File: src/rtl/hyperbus_addr_decode_stage.sv
`default_nettype none
// +----------------------------------------------------------------------------+
// | Module      : hyperbus_addr_decode_stage                                   |
// | Description : Decodes global transactions into one-hot chip select plus    |
// |               chip-local address, buffered in a 2-entry FIFO.              |
// | Revision    : 1.0 - initial release                                        |
// +----------------------------------------------------------------------------+

package hyperbus_addr_decode_pkg;
  typedef struct packed {
    logic [31:0] idx;
    logic [31:0] start_addr;
    logic [31:0] end_addr;
  } addr_rule_t;
endpackage

module hyperbus_addr_decode_stage #(
  parameter int unsigned NUM_CHIPS     = 2,
  parameter int unsigned ADDR_WIDTH    = 32,
  parameter int unsigned LEN_WIDTH     = 16,
  parameter int unsigned ERR_CNT_WIDTH = 8,
  parameter type         RULE_T        = hyperbus_addr_decode_pkg::addr_rule_t
) (
  input  logic                     clk_i,
  input  logic                     rst_i,
  input  RULE_T                    chip_rules_i [NUM_CHIPS],
  input  logic [4:0]               addr_mask_msb_i,
  input  logic                     in_valid_i,
  output logic                     in_ready_o,
  input  logic [ADDR_WIDTH-1:0]    in_addr_i,
  input  logic                     in_write_i,
  input  logic [LEN_WIDTH-1:0]     in_len_i,
  output logic                     out_valid_o,
  input  logic                     out_ready_i,
  output logic [NUM_CHIPS-1:0]     out_cs_o,
  output logic [ADDR_WIDTH-1:0]    out_addr_o,
  output logic                     out_write_o,
  output logic [LEN_WIDTH-1:0]     out_len_o,
  output logic                     out_decerr_o,
  input  logic                     phy_busy_i,
  output logic                     trans_active_o,
  output logic [ERR_CNT_WIDTH-1:0] err_cnt_o,
  input  logic                     err_clr_i
);

  typedef struct packed {
    logic [NUM_CHIPS-1:0]  cs;
    logic [ADDR_WIDTH-1:0] addr;
    logic                  write;
    logic [LEN_WIDTH-1:0]  len;
    logic                  decerr;
  } entry_t;

  localparam logic [ERR_CNT_WIDTH-1:0] c_err_max = {ERR_CNT_WIDTH{1'b1}};

  logic [ADDR_WIDTH-1:0] w_start   [NUM_CHIPS];
  logic [ADDR_WIDTH-1:0] w_end     [NUM_CHIPS];
  logic [NUM_CHIPS-1:0]  w_rule_hit;
  logic [NUM_CHIPS-1:0]  w_unused_idx;
  logic [NUM_CHIPS-1:0]  w_cs;
  logic [ADDR_WIDTH-1:0] w_base;
  logic                  w_hit;
  logic [ADDR_WIDTH-1:0] w_mask;
  entry_t                w_entry;
  logic                  w_push;
  logic                  w_pop;

  entry_t                r_mem [2];
  logic                  r_wr_ptr;
  logic                  r_rd_ptr;
  logic [1:0]            r_count;
  logic [ERR_CNT_WIDTH-1:0] r_err_cnt;

  // Empty ranges (start >= end) fall out of the compare naturally.
  for (genvar gi = 0; gi < NUM_CHIPS; gi++) begin : g_rule
    assign w_start[gi]      = ADDR_WIDTH'(chip_rules_i[gi].start_addr);
    assign w_end[gi]        = ADDR_WIDTH'(chip_rules_i[gi].end_addr);
    assign w_rule_hit[gi]   = (in_addr_i >= w_start[gi]) && (in_addr_i < w_end[gi]);
    assign w_unused_idx[gi] = ^chip_rules_i[gi].idx;
  end

  always_comb begin
    w_cs   = '0;
    w_base = '0;
    w_hit  = 1'b0;
    for (int i = 0; i < NUM_CHIPS; i++) begin
      if (!w_hit && w_rule_hit[i]) begin
        w_hit   = 1'b1;
        w_cs[i] = 1'b1;
        w_base  = w_start[i];
      end
    end
  end

  always_comb begin
    w_mask = '1;
    if (int'(addr_mask_msb_i) < int'(ADDR_WIDTH) - 1) begin
      w_mask = {ADDR_WIDTH{1'b1}} >> (int'(ADDR_WIDTH) - 1 - int'(addr_mask_msb_i));
    end
  end

  always_comb begin
    w_entry.cs     = w_cs;
    w_entry.addr   = (in_addr_i - w_base) & w_mask;
    w_entry.write  = in_write_i;
    w_entry.len    = in_len_i;
    w_entry.decerr = !w_hit;
  end

  assign in_ready_o     = (r_count < 2'd2);
  assign out_valid_o    = (r_count != 2'd0);
  assign w_push         = in_valid_i && in_ready_o;
  assign w_pop          = out_valid_o && out_ready_i;
  assign trans_active_o = (r_count != 2'd0) || phy_busy_i;

  always_ff @(posedge clk_i or posedge rst_i) begin
    if (rst_i) begin
      r_wr_ptr <= 1'b0;
      r_rd_ptr <= 1'b0;
      r_count  <= 2'd0;
    end else begin
      if (w_push) r_wr_ptr <= !r_wr_ptr;
      if (w_pop)  r_rd_ptr <= !r_rd_ptr;
      case ({w_push, w_pop})
        2'b10:   r_count <= r_count + 2'd1;
        2'b01:   r_count <= r_count - 2'd1;
        default: r_count <= r_count;
      endcase
    end
  end

  // Payload storage needs no reset; validity is carried by r_count.
  always_ff @(posedge clk_i) begin
    if (w_push) r_mem[r_wr_ptr] <= w_entry;
  end

  always_ff @(posedge clk_i or posedge rst_i) begin
    if (rst_i) begin
      r_err_cnt <= '0;
    end else if (err_clr_i) begin
      r_err_cnt <= '0;
    end else if (w_push && w_entry.decerr && (r_err_cnt != c_err_max)) begin
      r_err_cnt <= r_err_cnt + 1'b1;
    end
  end

  assign out_cs_o     = r_mem[r_rd_ptr].cs;
  assign out_addr_o   = r_mem[r_rd_ptr].addr;
  assign out_write_o  = r_mem[r_rd_ptr].write;
  assign out_len_o    = r_mem[r_rd_ptr].len;
  assign out_decerr_o = r_mem[r_rd_ptr].decerr;
  assign err_cnt_o    = r_err_cnt;

endmodule
`default_nettype wire
File: config.mk
export PLATFORM = sky130hd
export DESIGN_NAME = hyperbus_addr_decode_stage
export DESIGN_NICKNAME = d
export VERILOG_FILES = /design/src/rtl/hyperbus_addr_decode_stage.sv
export SDC_FILE = /design/constraint.sdc
export NUM_CORES = 1
export LEC_CHECK = 0
export CORE_ASPECT_RATIO = 1.2
export CORE_UTILIZATION = 40
export CTS_CLUSTER_DIAMETER = 30
export DETAILED_ROUTE_END_ITERATION = 7
export GPL_ROUTABILITY_DRIVEN = 1
export PLACE_DENSITY = 0.71
export SLEW_MARGIN = 20
export SYNTH_ARGS = -nofsm -noshare
export SYNTH_HDL_FRONTEND = slang
export SYNTH_SLANG_ARGS = --single-unit
File: constraint.sdc
create_clock -name clk_i -period 3.9 [get_ports clk_i]
set_clock_uncertainty 0.1 [all_clocks]
set_input_delay 0.39 -clock clk_i [delete_from_list [all_inputs] [get_ports clk_i]]
set_output_delay 0.39 -clock clk_i [all_outputs]
set_load 0.05 [all_outputs]
==> qor.csv, run 1 <==
metric,value,unit
Vias/cell,5.287,
share of layout cells above drive strength 1,0.4577,
vias in the first global route,9929,
Reg area,3425,um^2
Mean Syn Cell Area,9.670,um^2
Chip Height,173.1,um
hold buffer count at CTS,0,
Die X-Extent,144.6,um
Post-synth EDFFs,104,
DRC errors left,0,
Static Leak,0.007406,uW
"commonest non-fill, non-tap cells in the layout","buf_4 (225), clkdlybuf4s50_1 (108), edfxtp_1 (104), inv_1 (83), ha_1 (79)",
worst slew pin tran,682.6,ps
hpwl dp,24010,um
wire length per cell,17.99,um
Hold Slack,210.7,ps
CP Capture Type,flop,
buffers added on ports,250,
worst-path maximum fanout,6,
Clock Pin Slew Worst Setup and Hold Paths,60,ps
reg2reg end,err_cnt_o[5]$_DFFE_PP0P_,
GRT Total Usage,0.2578,
starting density of the core,0.4070,
Post-synth top flop,edfxtp_1,
number of DRC markers in iteration 0,510,
Slew Limit Fails,0,
HP Class,in2async,
final worst setup slack,-823.6,ps
H-tree Lvls,4,
Final setup viols,50,
RSZ-0062 raised after global routing,yes,
root buffer cell,clkbuf_16,
Yosys cell types,60,
min Tclk post-route,4724,ps
register area share after synthesis,0.3509,
fraction of registers with async set/reset,0.1034,
first-pass GRT wire length,50210,um
Peak Freq,0.2117,GHz
CTS tree,built,
Max Cap Violations,0,
outcome,"complete, but fails checks",
worst vdd ir,328.5,uV
FF-to-FF Start,err_cnt_o[4]$_DFFE_PP0P_,
final WL,33270,um
final hold violations,0,
Startpoint Class,primary input,
Ys Warns,0,
grt ovf,0,
Setup crit start,chip_rules_i[131],
syn_nets,1421,
register bit total from synthesis,116,
DIE AREA,25020,um^2
"commonest non-fill, non-tap cell in the layout",buf_4,
largest net degree at the start of global routing,43,
core area,23970,um^2
DR vias,9776,
I/O pins,315,
Multi-input gate area,7589,um^2
worst r2r path cells,7,
antenna-violating nets left,0,
Syn-to-layout area delta,74.85,%
normalized max-slew margin,0.5444,
Mapped Area,9757,um^2
Worst Path Required,4010,ps
Clock Tree Buf Depth,2,
DP Worst Slack,-1778,ps
Fillers,1647,
CTS buffer count,17,
PD cells,428.0,nW/um^2
Syn Inst Count,1009,
clk_lat worst skew,400,ps
# clock sinks,116,
Final Cycle Share,1.211,
Worst EP arrival,4830,ps
Rows,62,
GPL Wtd Cong,0.9248,
r2r setup slk,1710,ps
drt first pass iters,5,
crit path kind,in2reg,
Final Net Count,1924,
initial antenna violation count,3,
failing checks,setup timing,
==> synthesized netlist by cell type, types with 6 or more instances <==
cell | n | area [um^2]
dfrtp_1 | 12 | 300.3
a21oi_1 | 104 | 520.5
nand2_1 | 50 | 187.7
clkbuf_1 | 19 | 71.32
nand2b_1 | 8 | 50.05
o21a_1 | 12 | 90.09
a211oi_1 | 12 | 90.09
and4_1 | 6 | 52.55
nor2b_1 | 12 | 75.07
xnor2_1 | 18 | 157.7
edfxtp_1 | 104 | 3123
nor2_1 | 48 | 180.2
o21ai_0 | 37 | 185.2
nand3_1 | 17 | 85.08
nand4_1 | 21 | 131.4
inv_1 | 144 | 540.5
a21o_1 | 31 | 232.7
mux2_2 | 54 | 608.1
nor3_1 | 16 | 80.08
and3_1 | 33 | 206.5
xor2_1 | 12 | 105.1
ha_1 | 159 | 1989
a31oi_1 | 6 | 37.54
==> per-stage QoR <==
step	cells	TNS, ps	util	area [um^2]	power [uW]
5_1_grt	1848	-35530	0.7116	17060	7646
3_3_place_gp	1757	-75950	0.5997	14380	5236
6_report	1849	-29310	0.7117	17060	7301
2_1_floorplan	1009	-17950	-	10050	3942
4_1_cts	1827	-23860	0.6879	16490	7104
3_5_place_dp	1757	-81740	0.5997	14380	5287
==> flip-flops by register name (all words and copies together), names as in the netlist <==
register and flops:
r_count 2, r_mem 104, err_cnt_o 8, r_wr_ptr 1, r_rd_ptr 1
==> cells by family after synthesis <==
kind of cell             after synthesis  share of synthesized area
AO/OA/AOI/OAI                        245                     0.1580
flip-flops                           116                     0.3509
XOR/XNOR                              30                    0.02693
adder cells (fa/ha/maj)              160                     0.2060
multiplexers                          57                    0.06566
buffers and inverters                167                    0.06527
AND/OR/NAND/NOR                      234                     0.1273
==> worst max-delay path by stage <==
stage                                        end  slack, ps  depth (start not counted)
after floorplan           r_mem[0][43]$_DFFE_PP_       -670                         21
after global placement    r_mem[0][41]$_DFFE_PP_      -1710                         20
after detailed placement  r_mem[1][48]$_DFFE_PP_      -1780                         24
after CTS                 r_mem[1][48]$_DFFE_PP_       -720                         23
after global routing      r_mem[0][43]$_DFFE_PP_       -990                         20
final                     r_mem[0][43]$_DFFE_PP_       -820                         20
==> where the power goes <==
group,total (uW),internal [uW],leakage [uW],switching [uW]
sequential,1750,1660,0.00112,86.2
clock,1530,1010,0.000298,516
combinational,4020,1780,0.00599,2240
total,7300,4460,0.00741,2850
==> critical path, cell delays in order <==
cell and delay [ps]:
clkdlybuf4s50_1 500, inv_1 70, ha_1 300, o21ai_1 100, o21ai_2 190, a41oi_2 140, or3_4 390, buf_12 160
and3_4 150, a21oi_2 100, ha_1 260, a21o_1 190, or3_4 400, o21a_1 230, o211ai_1 250, a21boi_1 140
o21a_1 210, o21a_1 200, o21a_1 200, nor4_2 260
==> what timing repair did <==
item                                    CTS  global route
buffers inserted                         40            23
pin swaps                               195            72
endpoints found under the setup margin   60            55
cloned                                    2             0
gates resized for setup                 580           111
==> final cells by class <==
cell class,count,share of cell area
inverters,145,0.03322
multi-input cells,726,0.4448
repair buffers,506,0.2615
flip-flops and latches,116,0.2007
clock buffers,27,0.03388
well taps,320,0.02347
diodes,4,0.0005867
clock inverters,5,0.001760
==> layer usage <==
layer | routed length, um | GRT usage
met5 | 0 | 0
met2 | 16600 | 0.4411
met1 | 13730 | 0.3173
met4 | 1540 | 0.1259
met3 | 1401 | 0.02935
Note: power is estimated with default switching activity, not from simulation.
==> inputs of run 2 (changes only) <==
Settings changed: CORE_UTILIZATION 40 to 30, PLACE_DENSITY 0.71 to default.
==> run 2 against run 1 <==
Against the previous run:
- via count down 4.9%
- clock power is essentially flat
- the flow finishes with violations (DRC, setup timing)
- sequential share of layout area up 0.14 points
- combinational power decreased by 2%
- die area increased by 33%
- design area fell by 0.70%
==> qor.csv, run 2 (synthesis gave the netlist of run 1 again) <==
metric,value,unit,change
DR top layer,met4,,
Worst EP arrival,4840,ps,about the same
min Tclk post-route,4821,ps,+97.27 ps
Design Power,7255,uW,-0.63%
crit path kind,in2reg,,
Startpoint Class,primary input,,
drt first pass iters,8,,+3
initial antenna violation count,3,,unchanged
Peak Freq,0.2074,GHz,-2.0%
Biggest register,r_mem,,
final hold violations,0,,unchanged
Die X-Extent,166.6,um,+15%
number of DRC markers in iteration 0,305,,-40%
GPL Wtd Cong,0.8554,,-7.5%
Fillers,2795,,+70%
DR vias,9296,,-4.9%
"Top cell by count, worst path",a21oi_2,,
worst vdd ir,334.6,uV,+1.9%
Clock Pin Slew Worst Setup and Hold Paths,50,ps,about the same
grt ovf,0,,unchanged
wire length per cell,16.66,um,-7.4%
"commonest non-fill, non-tap cell in the layout",buf_4,,
H-tree Lvls,4,,unchanged
buffers added on ports,250,,unchanged
root buffer cell,clkbuf_16,,
worst slew pin tran,656.5,ps,-26.12 ps
Chip Height,199.6,um,+15%
share of layout cells above drive strength 1,0.4039,,-0.05380
CP Capture Type,flop,,
metal3 WL,1070,um,-24%
max reg flops,104,,unchanged
hpwl dp,25250,um,+5.2%
Vias/cell,4.792,,-9.4%
"commonest non-fill, non-tap cells in the layout","buf_4 (235), clkdlybuf4s50_1 (142), inv_1 (110), ha_1 (106), edfxtp_1 (104)",,
antenna-violating nets left,0,,unchanged
Final Cycle Share,1.236,,+0.02494
failing checks,"DRC, setup timing",,
PD cells,428.3,nW/um^2,about the same
Util after Layout,0.5341,,-0.1776
Worst Path Required,3920,ps,-90 ps
Slew Limit Fails,0,,unchanged
hold buffer count at CTS,0,,unchanged
starting density of the core,0.3076,,-0.09939
RSZ-0062 raised after global routing,yes,,
worst-path maximum fanout,5,,-1
outcome,"complete, but fails checks",,
normalized max-slew margin,0.5619,,+0.01743
Critical Path Slowest Stage Cell,clkdlybuf4s50_1,,
Final setup viols,52,,+4.0%
final worst setup slack,-920.9,ps,-97.27 ps
met1 WL,14320,um,+4.4%
"slowest stage delay, CP",520,ps,+20 ps
critical-path cell list,clkdlybuf4s50_1 > inv_1 > ha_1 > nand4_1 > nor3_4 > nand4_1 > a21oi_2 > o311a_4 > buf_6 > and3_4 > a21oi_2 > ha_1 > a21o_1 > or3_4 > o21a_1 > o211ai_1 > buf_4 > buf_6 > nand2_4 > or2_4 > a21oi_2 > xor2_1 > a211oi_2,,
Syn-to-layout area delta,73.62,%,
clk_lat worst skew,400,ps,about the same
CTS buffer count,17,,unchanged
DP Worst Slack,-1892,ps,-114.6 ps
I/O pins,315,,unchanged
Clock Tree Buf Depth,2,,unchanged
Final Net Count,1934,,+0.52%
CTS tree,built,,
Rows,71,,+15%
# clock sinks,116,,unchanged
first-pass GRT wire length,49870,um,-0.69%
met2 WL post-DR,16040,um,-3.4%
core area,31710,um^2,+32%
vias in the first global route,9613,,-3.2%
DRC errors left,20,,+20
Max Cap Violations,0,,unchanged
GRT Total Usage,0.1923,,-0.06550
largest net degree at the start of global routing,42,,-2.3%
Static Leak,0.007485,uW,+1.1%
HP Class,in2async,,
final WL,32320,um,-2.9%
DIE AREA,33250,um^2,+33%
setup TNS,-33810,ps,-4499 ps
## run 2: cell types whose count changed in the layout (fill, tap and decap cells not counted), moves of 11 or more
| cell | previous run | this run |
|---|---|---|
| a21oi_2 | 46 | 35 |
| buf_2 | 22 | 5 |
| ha_4 | 72 | 47 |
| inv_2 | 55 | 27 |
| clkdlybuf4s50_1 | 108 | 142 |
| ha_1 | 79 | 106 |
| inv_1 | 83 | 110 |
## run 2: layout make-up
class / instances / area, um^2 / share of cell area
antenna: 4 / 10.01 / 0.0005909
clock buffer: 22 / 464.2 / 0.02740
clock inverter: 10 / 131.4 / 0.007755
inverter: 145 / 571.8 / 0.03375
multi-input combinational: 726 / 7236 / 0.4271
sequential: 116 / 3425 / 0.2022
tap: 401 / 501.7 / 0.02962
timing repair buffer: 516 / 4601 / 0.2716
## run 2: timing repair
item,CTS,global route
cloned,1,0
buffers inserted,44,21
gates resized for setup,387,96
setup endpoints to repair,62,56
pin swaps,127,84
## run 2: where the power goes
group / leakage, uW / internal, uW / switching [uW]
Combinational: 0.00608 / 1740 / 2180
Sequential: 0.00112 / 1660 / 109
Clock: 0.000284 / 1030 / 524
Total: 0.00749 / 4440 / 2820
## run 2: critical path, delay by kind of cell
kind | cells | cell delay (ps)
adders and majority gates | 2 | 620
xor gates and xnor gates | 1 | 180
buffers and inverters | 5 | 970
AOI/OAI and AO/OA | 8 | 1320
and+or+nand+nor | 7 | 1360
## run 2: final timing paths
path	start	end	slack (ps)	cells after the start
hold reg to reg	r_count[0]$_DFFE_PP0P_	r_count[0]$_DFFE_PP0P_	430	1
max in group asynchronous	rst_i	r_rd_ptr$_DFFE_PP0P_	3130	2
setup / recovery	chip_rules_i[47]	r_mem[0][39]$_DFFE_PP_	-920	23
min in group clk_i	r_count[0]$_DFFE_PP0P_	r_count[0]$_DFFE_PP0P_	430	1
setup reg to reg	err_cnt_o[3]$_DFFE_PP0P_	err_cnt_o[7]$_DFFE_PP0P_	1770	7
hold / removal	rst_i	err_cnt_o[5]$_DFFE_PP0P_	210	2
## run 2: per-stage QoR
step | cell area (um^2) | instances | hold slack [ps]
floorplan | 10050 | 1009 | 154.7
global placement | 14560 | 1850 | 424.3
finish | 16940 | 1940 | 206.6
global route | 16940 | 1939 | 236.4
CTS | 16400 | 1920 | 205.0
detailed placement | 14560 | 1850 | 427.8
## run 2: per-layer routing
| metal | up-vias | track usage |
|---|---|---|
| met5 | - | 0 |
| met3 | 45 | 0.02198 |
| met2 | 221 | 0.3357 |
| met1 | 4315 | 0.2400 |
| li1 | 4715 | - |
| met4 | 0 | 0.08265 |
==> inputs of run 3 (changes only) <==
--- a/config.mk
+++ b/config.mk
@@ -7,8 +7,9 @@
 export LEC_CHECK = 0
 export CORE_ASPECT_RATIO = 1.2
-export CORE_UTILIZATION = 30
+export CORE_UTILIZATION = 43
 export CTS_CLUSTER_DIAMETER = 30
 export DETAILED_ROUTE_END_ITERATION = 7
 export GPL_ROUTABILITY_DRIVEN = 1
+export PLACE_DENSITY = 0.78
 export SLEW_MARGIN = 20
 export SYNTH_ARGS = -nofsm -noshare
==> constraint.sdc (replaced) <==
create_clock -name clk_i -period 4.33 [get_ports clk_i]
set_clock_uncertainty 0.1 [all_clocks]
set_input_delay 0.866 -clock clk_i [delete_from_list [all_inputs] [get_ports clk_i]]
set_output_delay 0.866 -clock clk_i [all_outputs]
set_load 0.05 [all_outputs]
==> run 3 against run 2 <==
Against the previous run:
- the run ends with setup timing left
- global-route usage up 9.0 points
- critical path depth is 1 lower
- sequential cell count unchanged
- register-to-register slack improved by 360 ps
- core utilization is 23 points higher
- clock-buffer cell count fell by 3
- non-clock buffer count up 11
- first-iteration DRC count rose to 3.0 times the previous value
- power down 5.9%
- sequential power shrank 9%
==> qor.csv, run 3 (synthesis gave the netlist of run 1 again) <==
metric,value,unit,change
CP Capture Type,flop,,
Final Net Count,1945,,+0.57%
max reg flops,104,,unchanged
Vias/cell,5.767,,+20%
I/O pins,315,,unchanged
hpwl dp,24100,um,-4.5%
Finished Layout Cells,1826,,-5.9%
Syn-to-layout area delta,75.63,%,
Clock Pin Slew Worst Setup and Hold Paths,50,ps,about the same
antenna-violating nets left,0,,unchanged
PD cells,398.5,nW/um^2,-7.0%
initial antenna violation count,2,,-1
Static Leak,0.007567,uW,+1.1%
crit path kind,in2reg,,
CTS tree,built,,
worst vdd ir,346.7,uV,+3.6%
Worst EP arrival,5640,ps,+800 ps
placed instance area,14290,um^2,-1.9%
outcome,"complete, but fails checks",,
critical-path cell list,clkdlybuf4s50_1 > inv_1 > ha_2 > a21oi_2 > nor2_1 > o221ai_2 > a31oi_4 > o41ai_4 > o311a_4 > buf_6 > and3_4 > a21oi_2 > ha_1 > a21o_1 > a21o_1 > a221o_1 > o21ai_2 > a211oi_2 > o2111ai_2 > a41oi_2 > o21ai_2 > nor4bb_4,,
"commonest non-fill, non-tap cells in the layout","buf_4 (234), clkdlybuf4s50_1 (147), inv_1 (108), ha_1 (104), edfxtp_1 (104)",,
RSZ-0062 raised after global routing,yes,,
Worst Path Required,4440,ps,+520 ps
Max Cap Violations,0,,unchanged
drt first pass iters,6,,-2
Die X-Extent,139.5,um,-16%
grt ovf,0,,unchanged
HP Class,reg2reg,,
H-tree Lvls,4,,unchanged
hold buffer count at CTS,0,,unchanged
Critical path buffers and inverters,3,,-2
largest net degree at the start of global routing,41,,-2.4%
first-pass GRT wire length,51810,um,+3.9%
crit-path leading delay family,compound AO/OA/AOI/OAI gates,,
number of DRC markers in iteration 0,900,,+200%
final hold violations,0,,unchanged
failing checks,setup timing,,
Slew Limit Fails,0,,unchanged
wire length per cell,20.97,um,+26%
dpl cells,1714,,-7.4%
"commonest non-fill, non-tap cell in the layout",buf_4,,
Critical Path Slowest Stage Cell,clkdlybuf4s50_1,,
normalized max-slew margin,0.4646,,-0.09725
Final Cycle Share,1.276,,
GPL Wtd Cong,0.9250,,+8.1%
# clock sinks,116,,unchanged
final worst setup slack,-1195,ps,-274.4 ps
DR vias,10530,,+13%
Chip Height,167.0,um,-16%
Rows,60,,-15%
post-layout instance area,17140,um^2,+1.2%
vias in the first global route,10210,,+6.3%
Biggest register,r_mem,,
"slowest stage delay, CP",460,ps,-60 ps
Final setup viols,54,,+3.8%
GRT Total Usage,0.2820,,+0.08973
Peak Freq,0.1810,GHz,
clk_lat worst skew,410,ps,about the same
worst-path maximum fanout,6,,+1
DIE AREA,23300,um^2,-30%
share of layout cells above drive strength 1,0.4362,,+0.03234
buffers added on ports,250,,unchanged
worst slew pin tran,800.1,ps,+143.6 ps
DP Worst Slack,-1943,ps,-50.55 ps
Startpoint Class,primary input,,
Hold Slack,457.6,ps,+251.0 ps
DRC errors left,0,,-100%
core area,22370,um^2,-29%
setup TNS,-40890,ps,-7075 ps
Clock Tree Buf Depth,2,,unchanged
final WL,38290,um,+18%
min Tclk post-route,5525,ps,
root buffer cell,clkbuf_16,,
starting density of the core,0.4361,,+0.1285
CTS buffer count,17,,unchanged
## run 3: path summary, 6_finish.rpt
check / from / to / slack, ps / cells after the start
hold / removal: r_wr_ptr$_DFFE_PP0P_ / r_wr_ptr$_DFFE_PP0P_ / 460 / 1
setup reg to reg: err_cnt_o[4]$_DFFE_PP0P_ / err_cnt_o[7]$_DFFE_PP0P_ / 2130 / 7
hold reg to reg: r_wr_ptr$_DFFE_PP0P_ / r_wr_ptr$_DFFE_PP0P_ / 460 / 1
min in group asynchronous: rst_i / err_cnt_o[3]$_DFFE_PP0P_ / 670 / 2
max in group asynchronous: rst_i / r_rd_ptr$_DFFE_PP0P_ / 3100 / 2
setup / recovery: chip_rules_i[4] / r_mem[0][48]$_DFFE_PP_ / -1200 / 22
## run 3: repair_timing
| action | in CTS | in global routing |
|---|---|---|
| setup endpoints to repair | 64 | 58 |
| pin swaps | 130 | 120 |
| gates cloned | 3 | 0 |
| setup buffers | 48 | 35 |
| resized for setup | 369 | 204 |
## run 3: cell type report
type	instances	area, um^2
clock buffers	19	432.9
fillers	1373	5235
well taps	279	349.1
multi-input cells	726	7498
inverters	145	576.8
repair buffers	527	4711
flip-flops and latches	116	3425
diodes	2	5.005
clock inverters	12	138.9
## run 3: report_power, final
part           internal [uW]  switching, uW
combinational           1670           2160
clock                    891            492
sequential              1500            114
## run 3: worst reg2reg max path, cell delays in order (launching register included)
cell	delay [ps]
dfrtp_1	420
and3_1	210
and4_1	220
nor2b_1	250
nand3_1	180
nor4_4	250
nand3_1	130
mux2_1	330
## run 3: stage by stage
stage / total power, uW / util
after global placement: 4697 / 0.6385
after detailed placement: 4768 / 0.6385
after floorplan: 3551 / -
final: 6828 / 0.7660
after CTS: 6386 / 0.7194
after global routing: 7076 / 0.7660
## run 3: per-layer routing
metal / wire length, um / GRT usage / share of wire
met5: 0 / 0 / 0
met4: 2602 / 0.1502 / 0.068
met3: 2261 / 0.02846 / 0.059
met2: 19190 / 0.5058 / 0.50
met1: 14230 / 0.3303 / 0.37
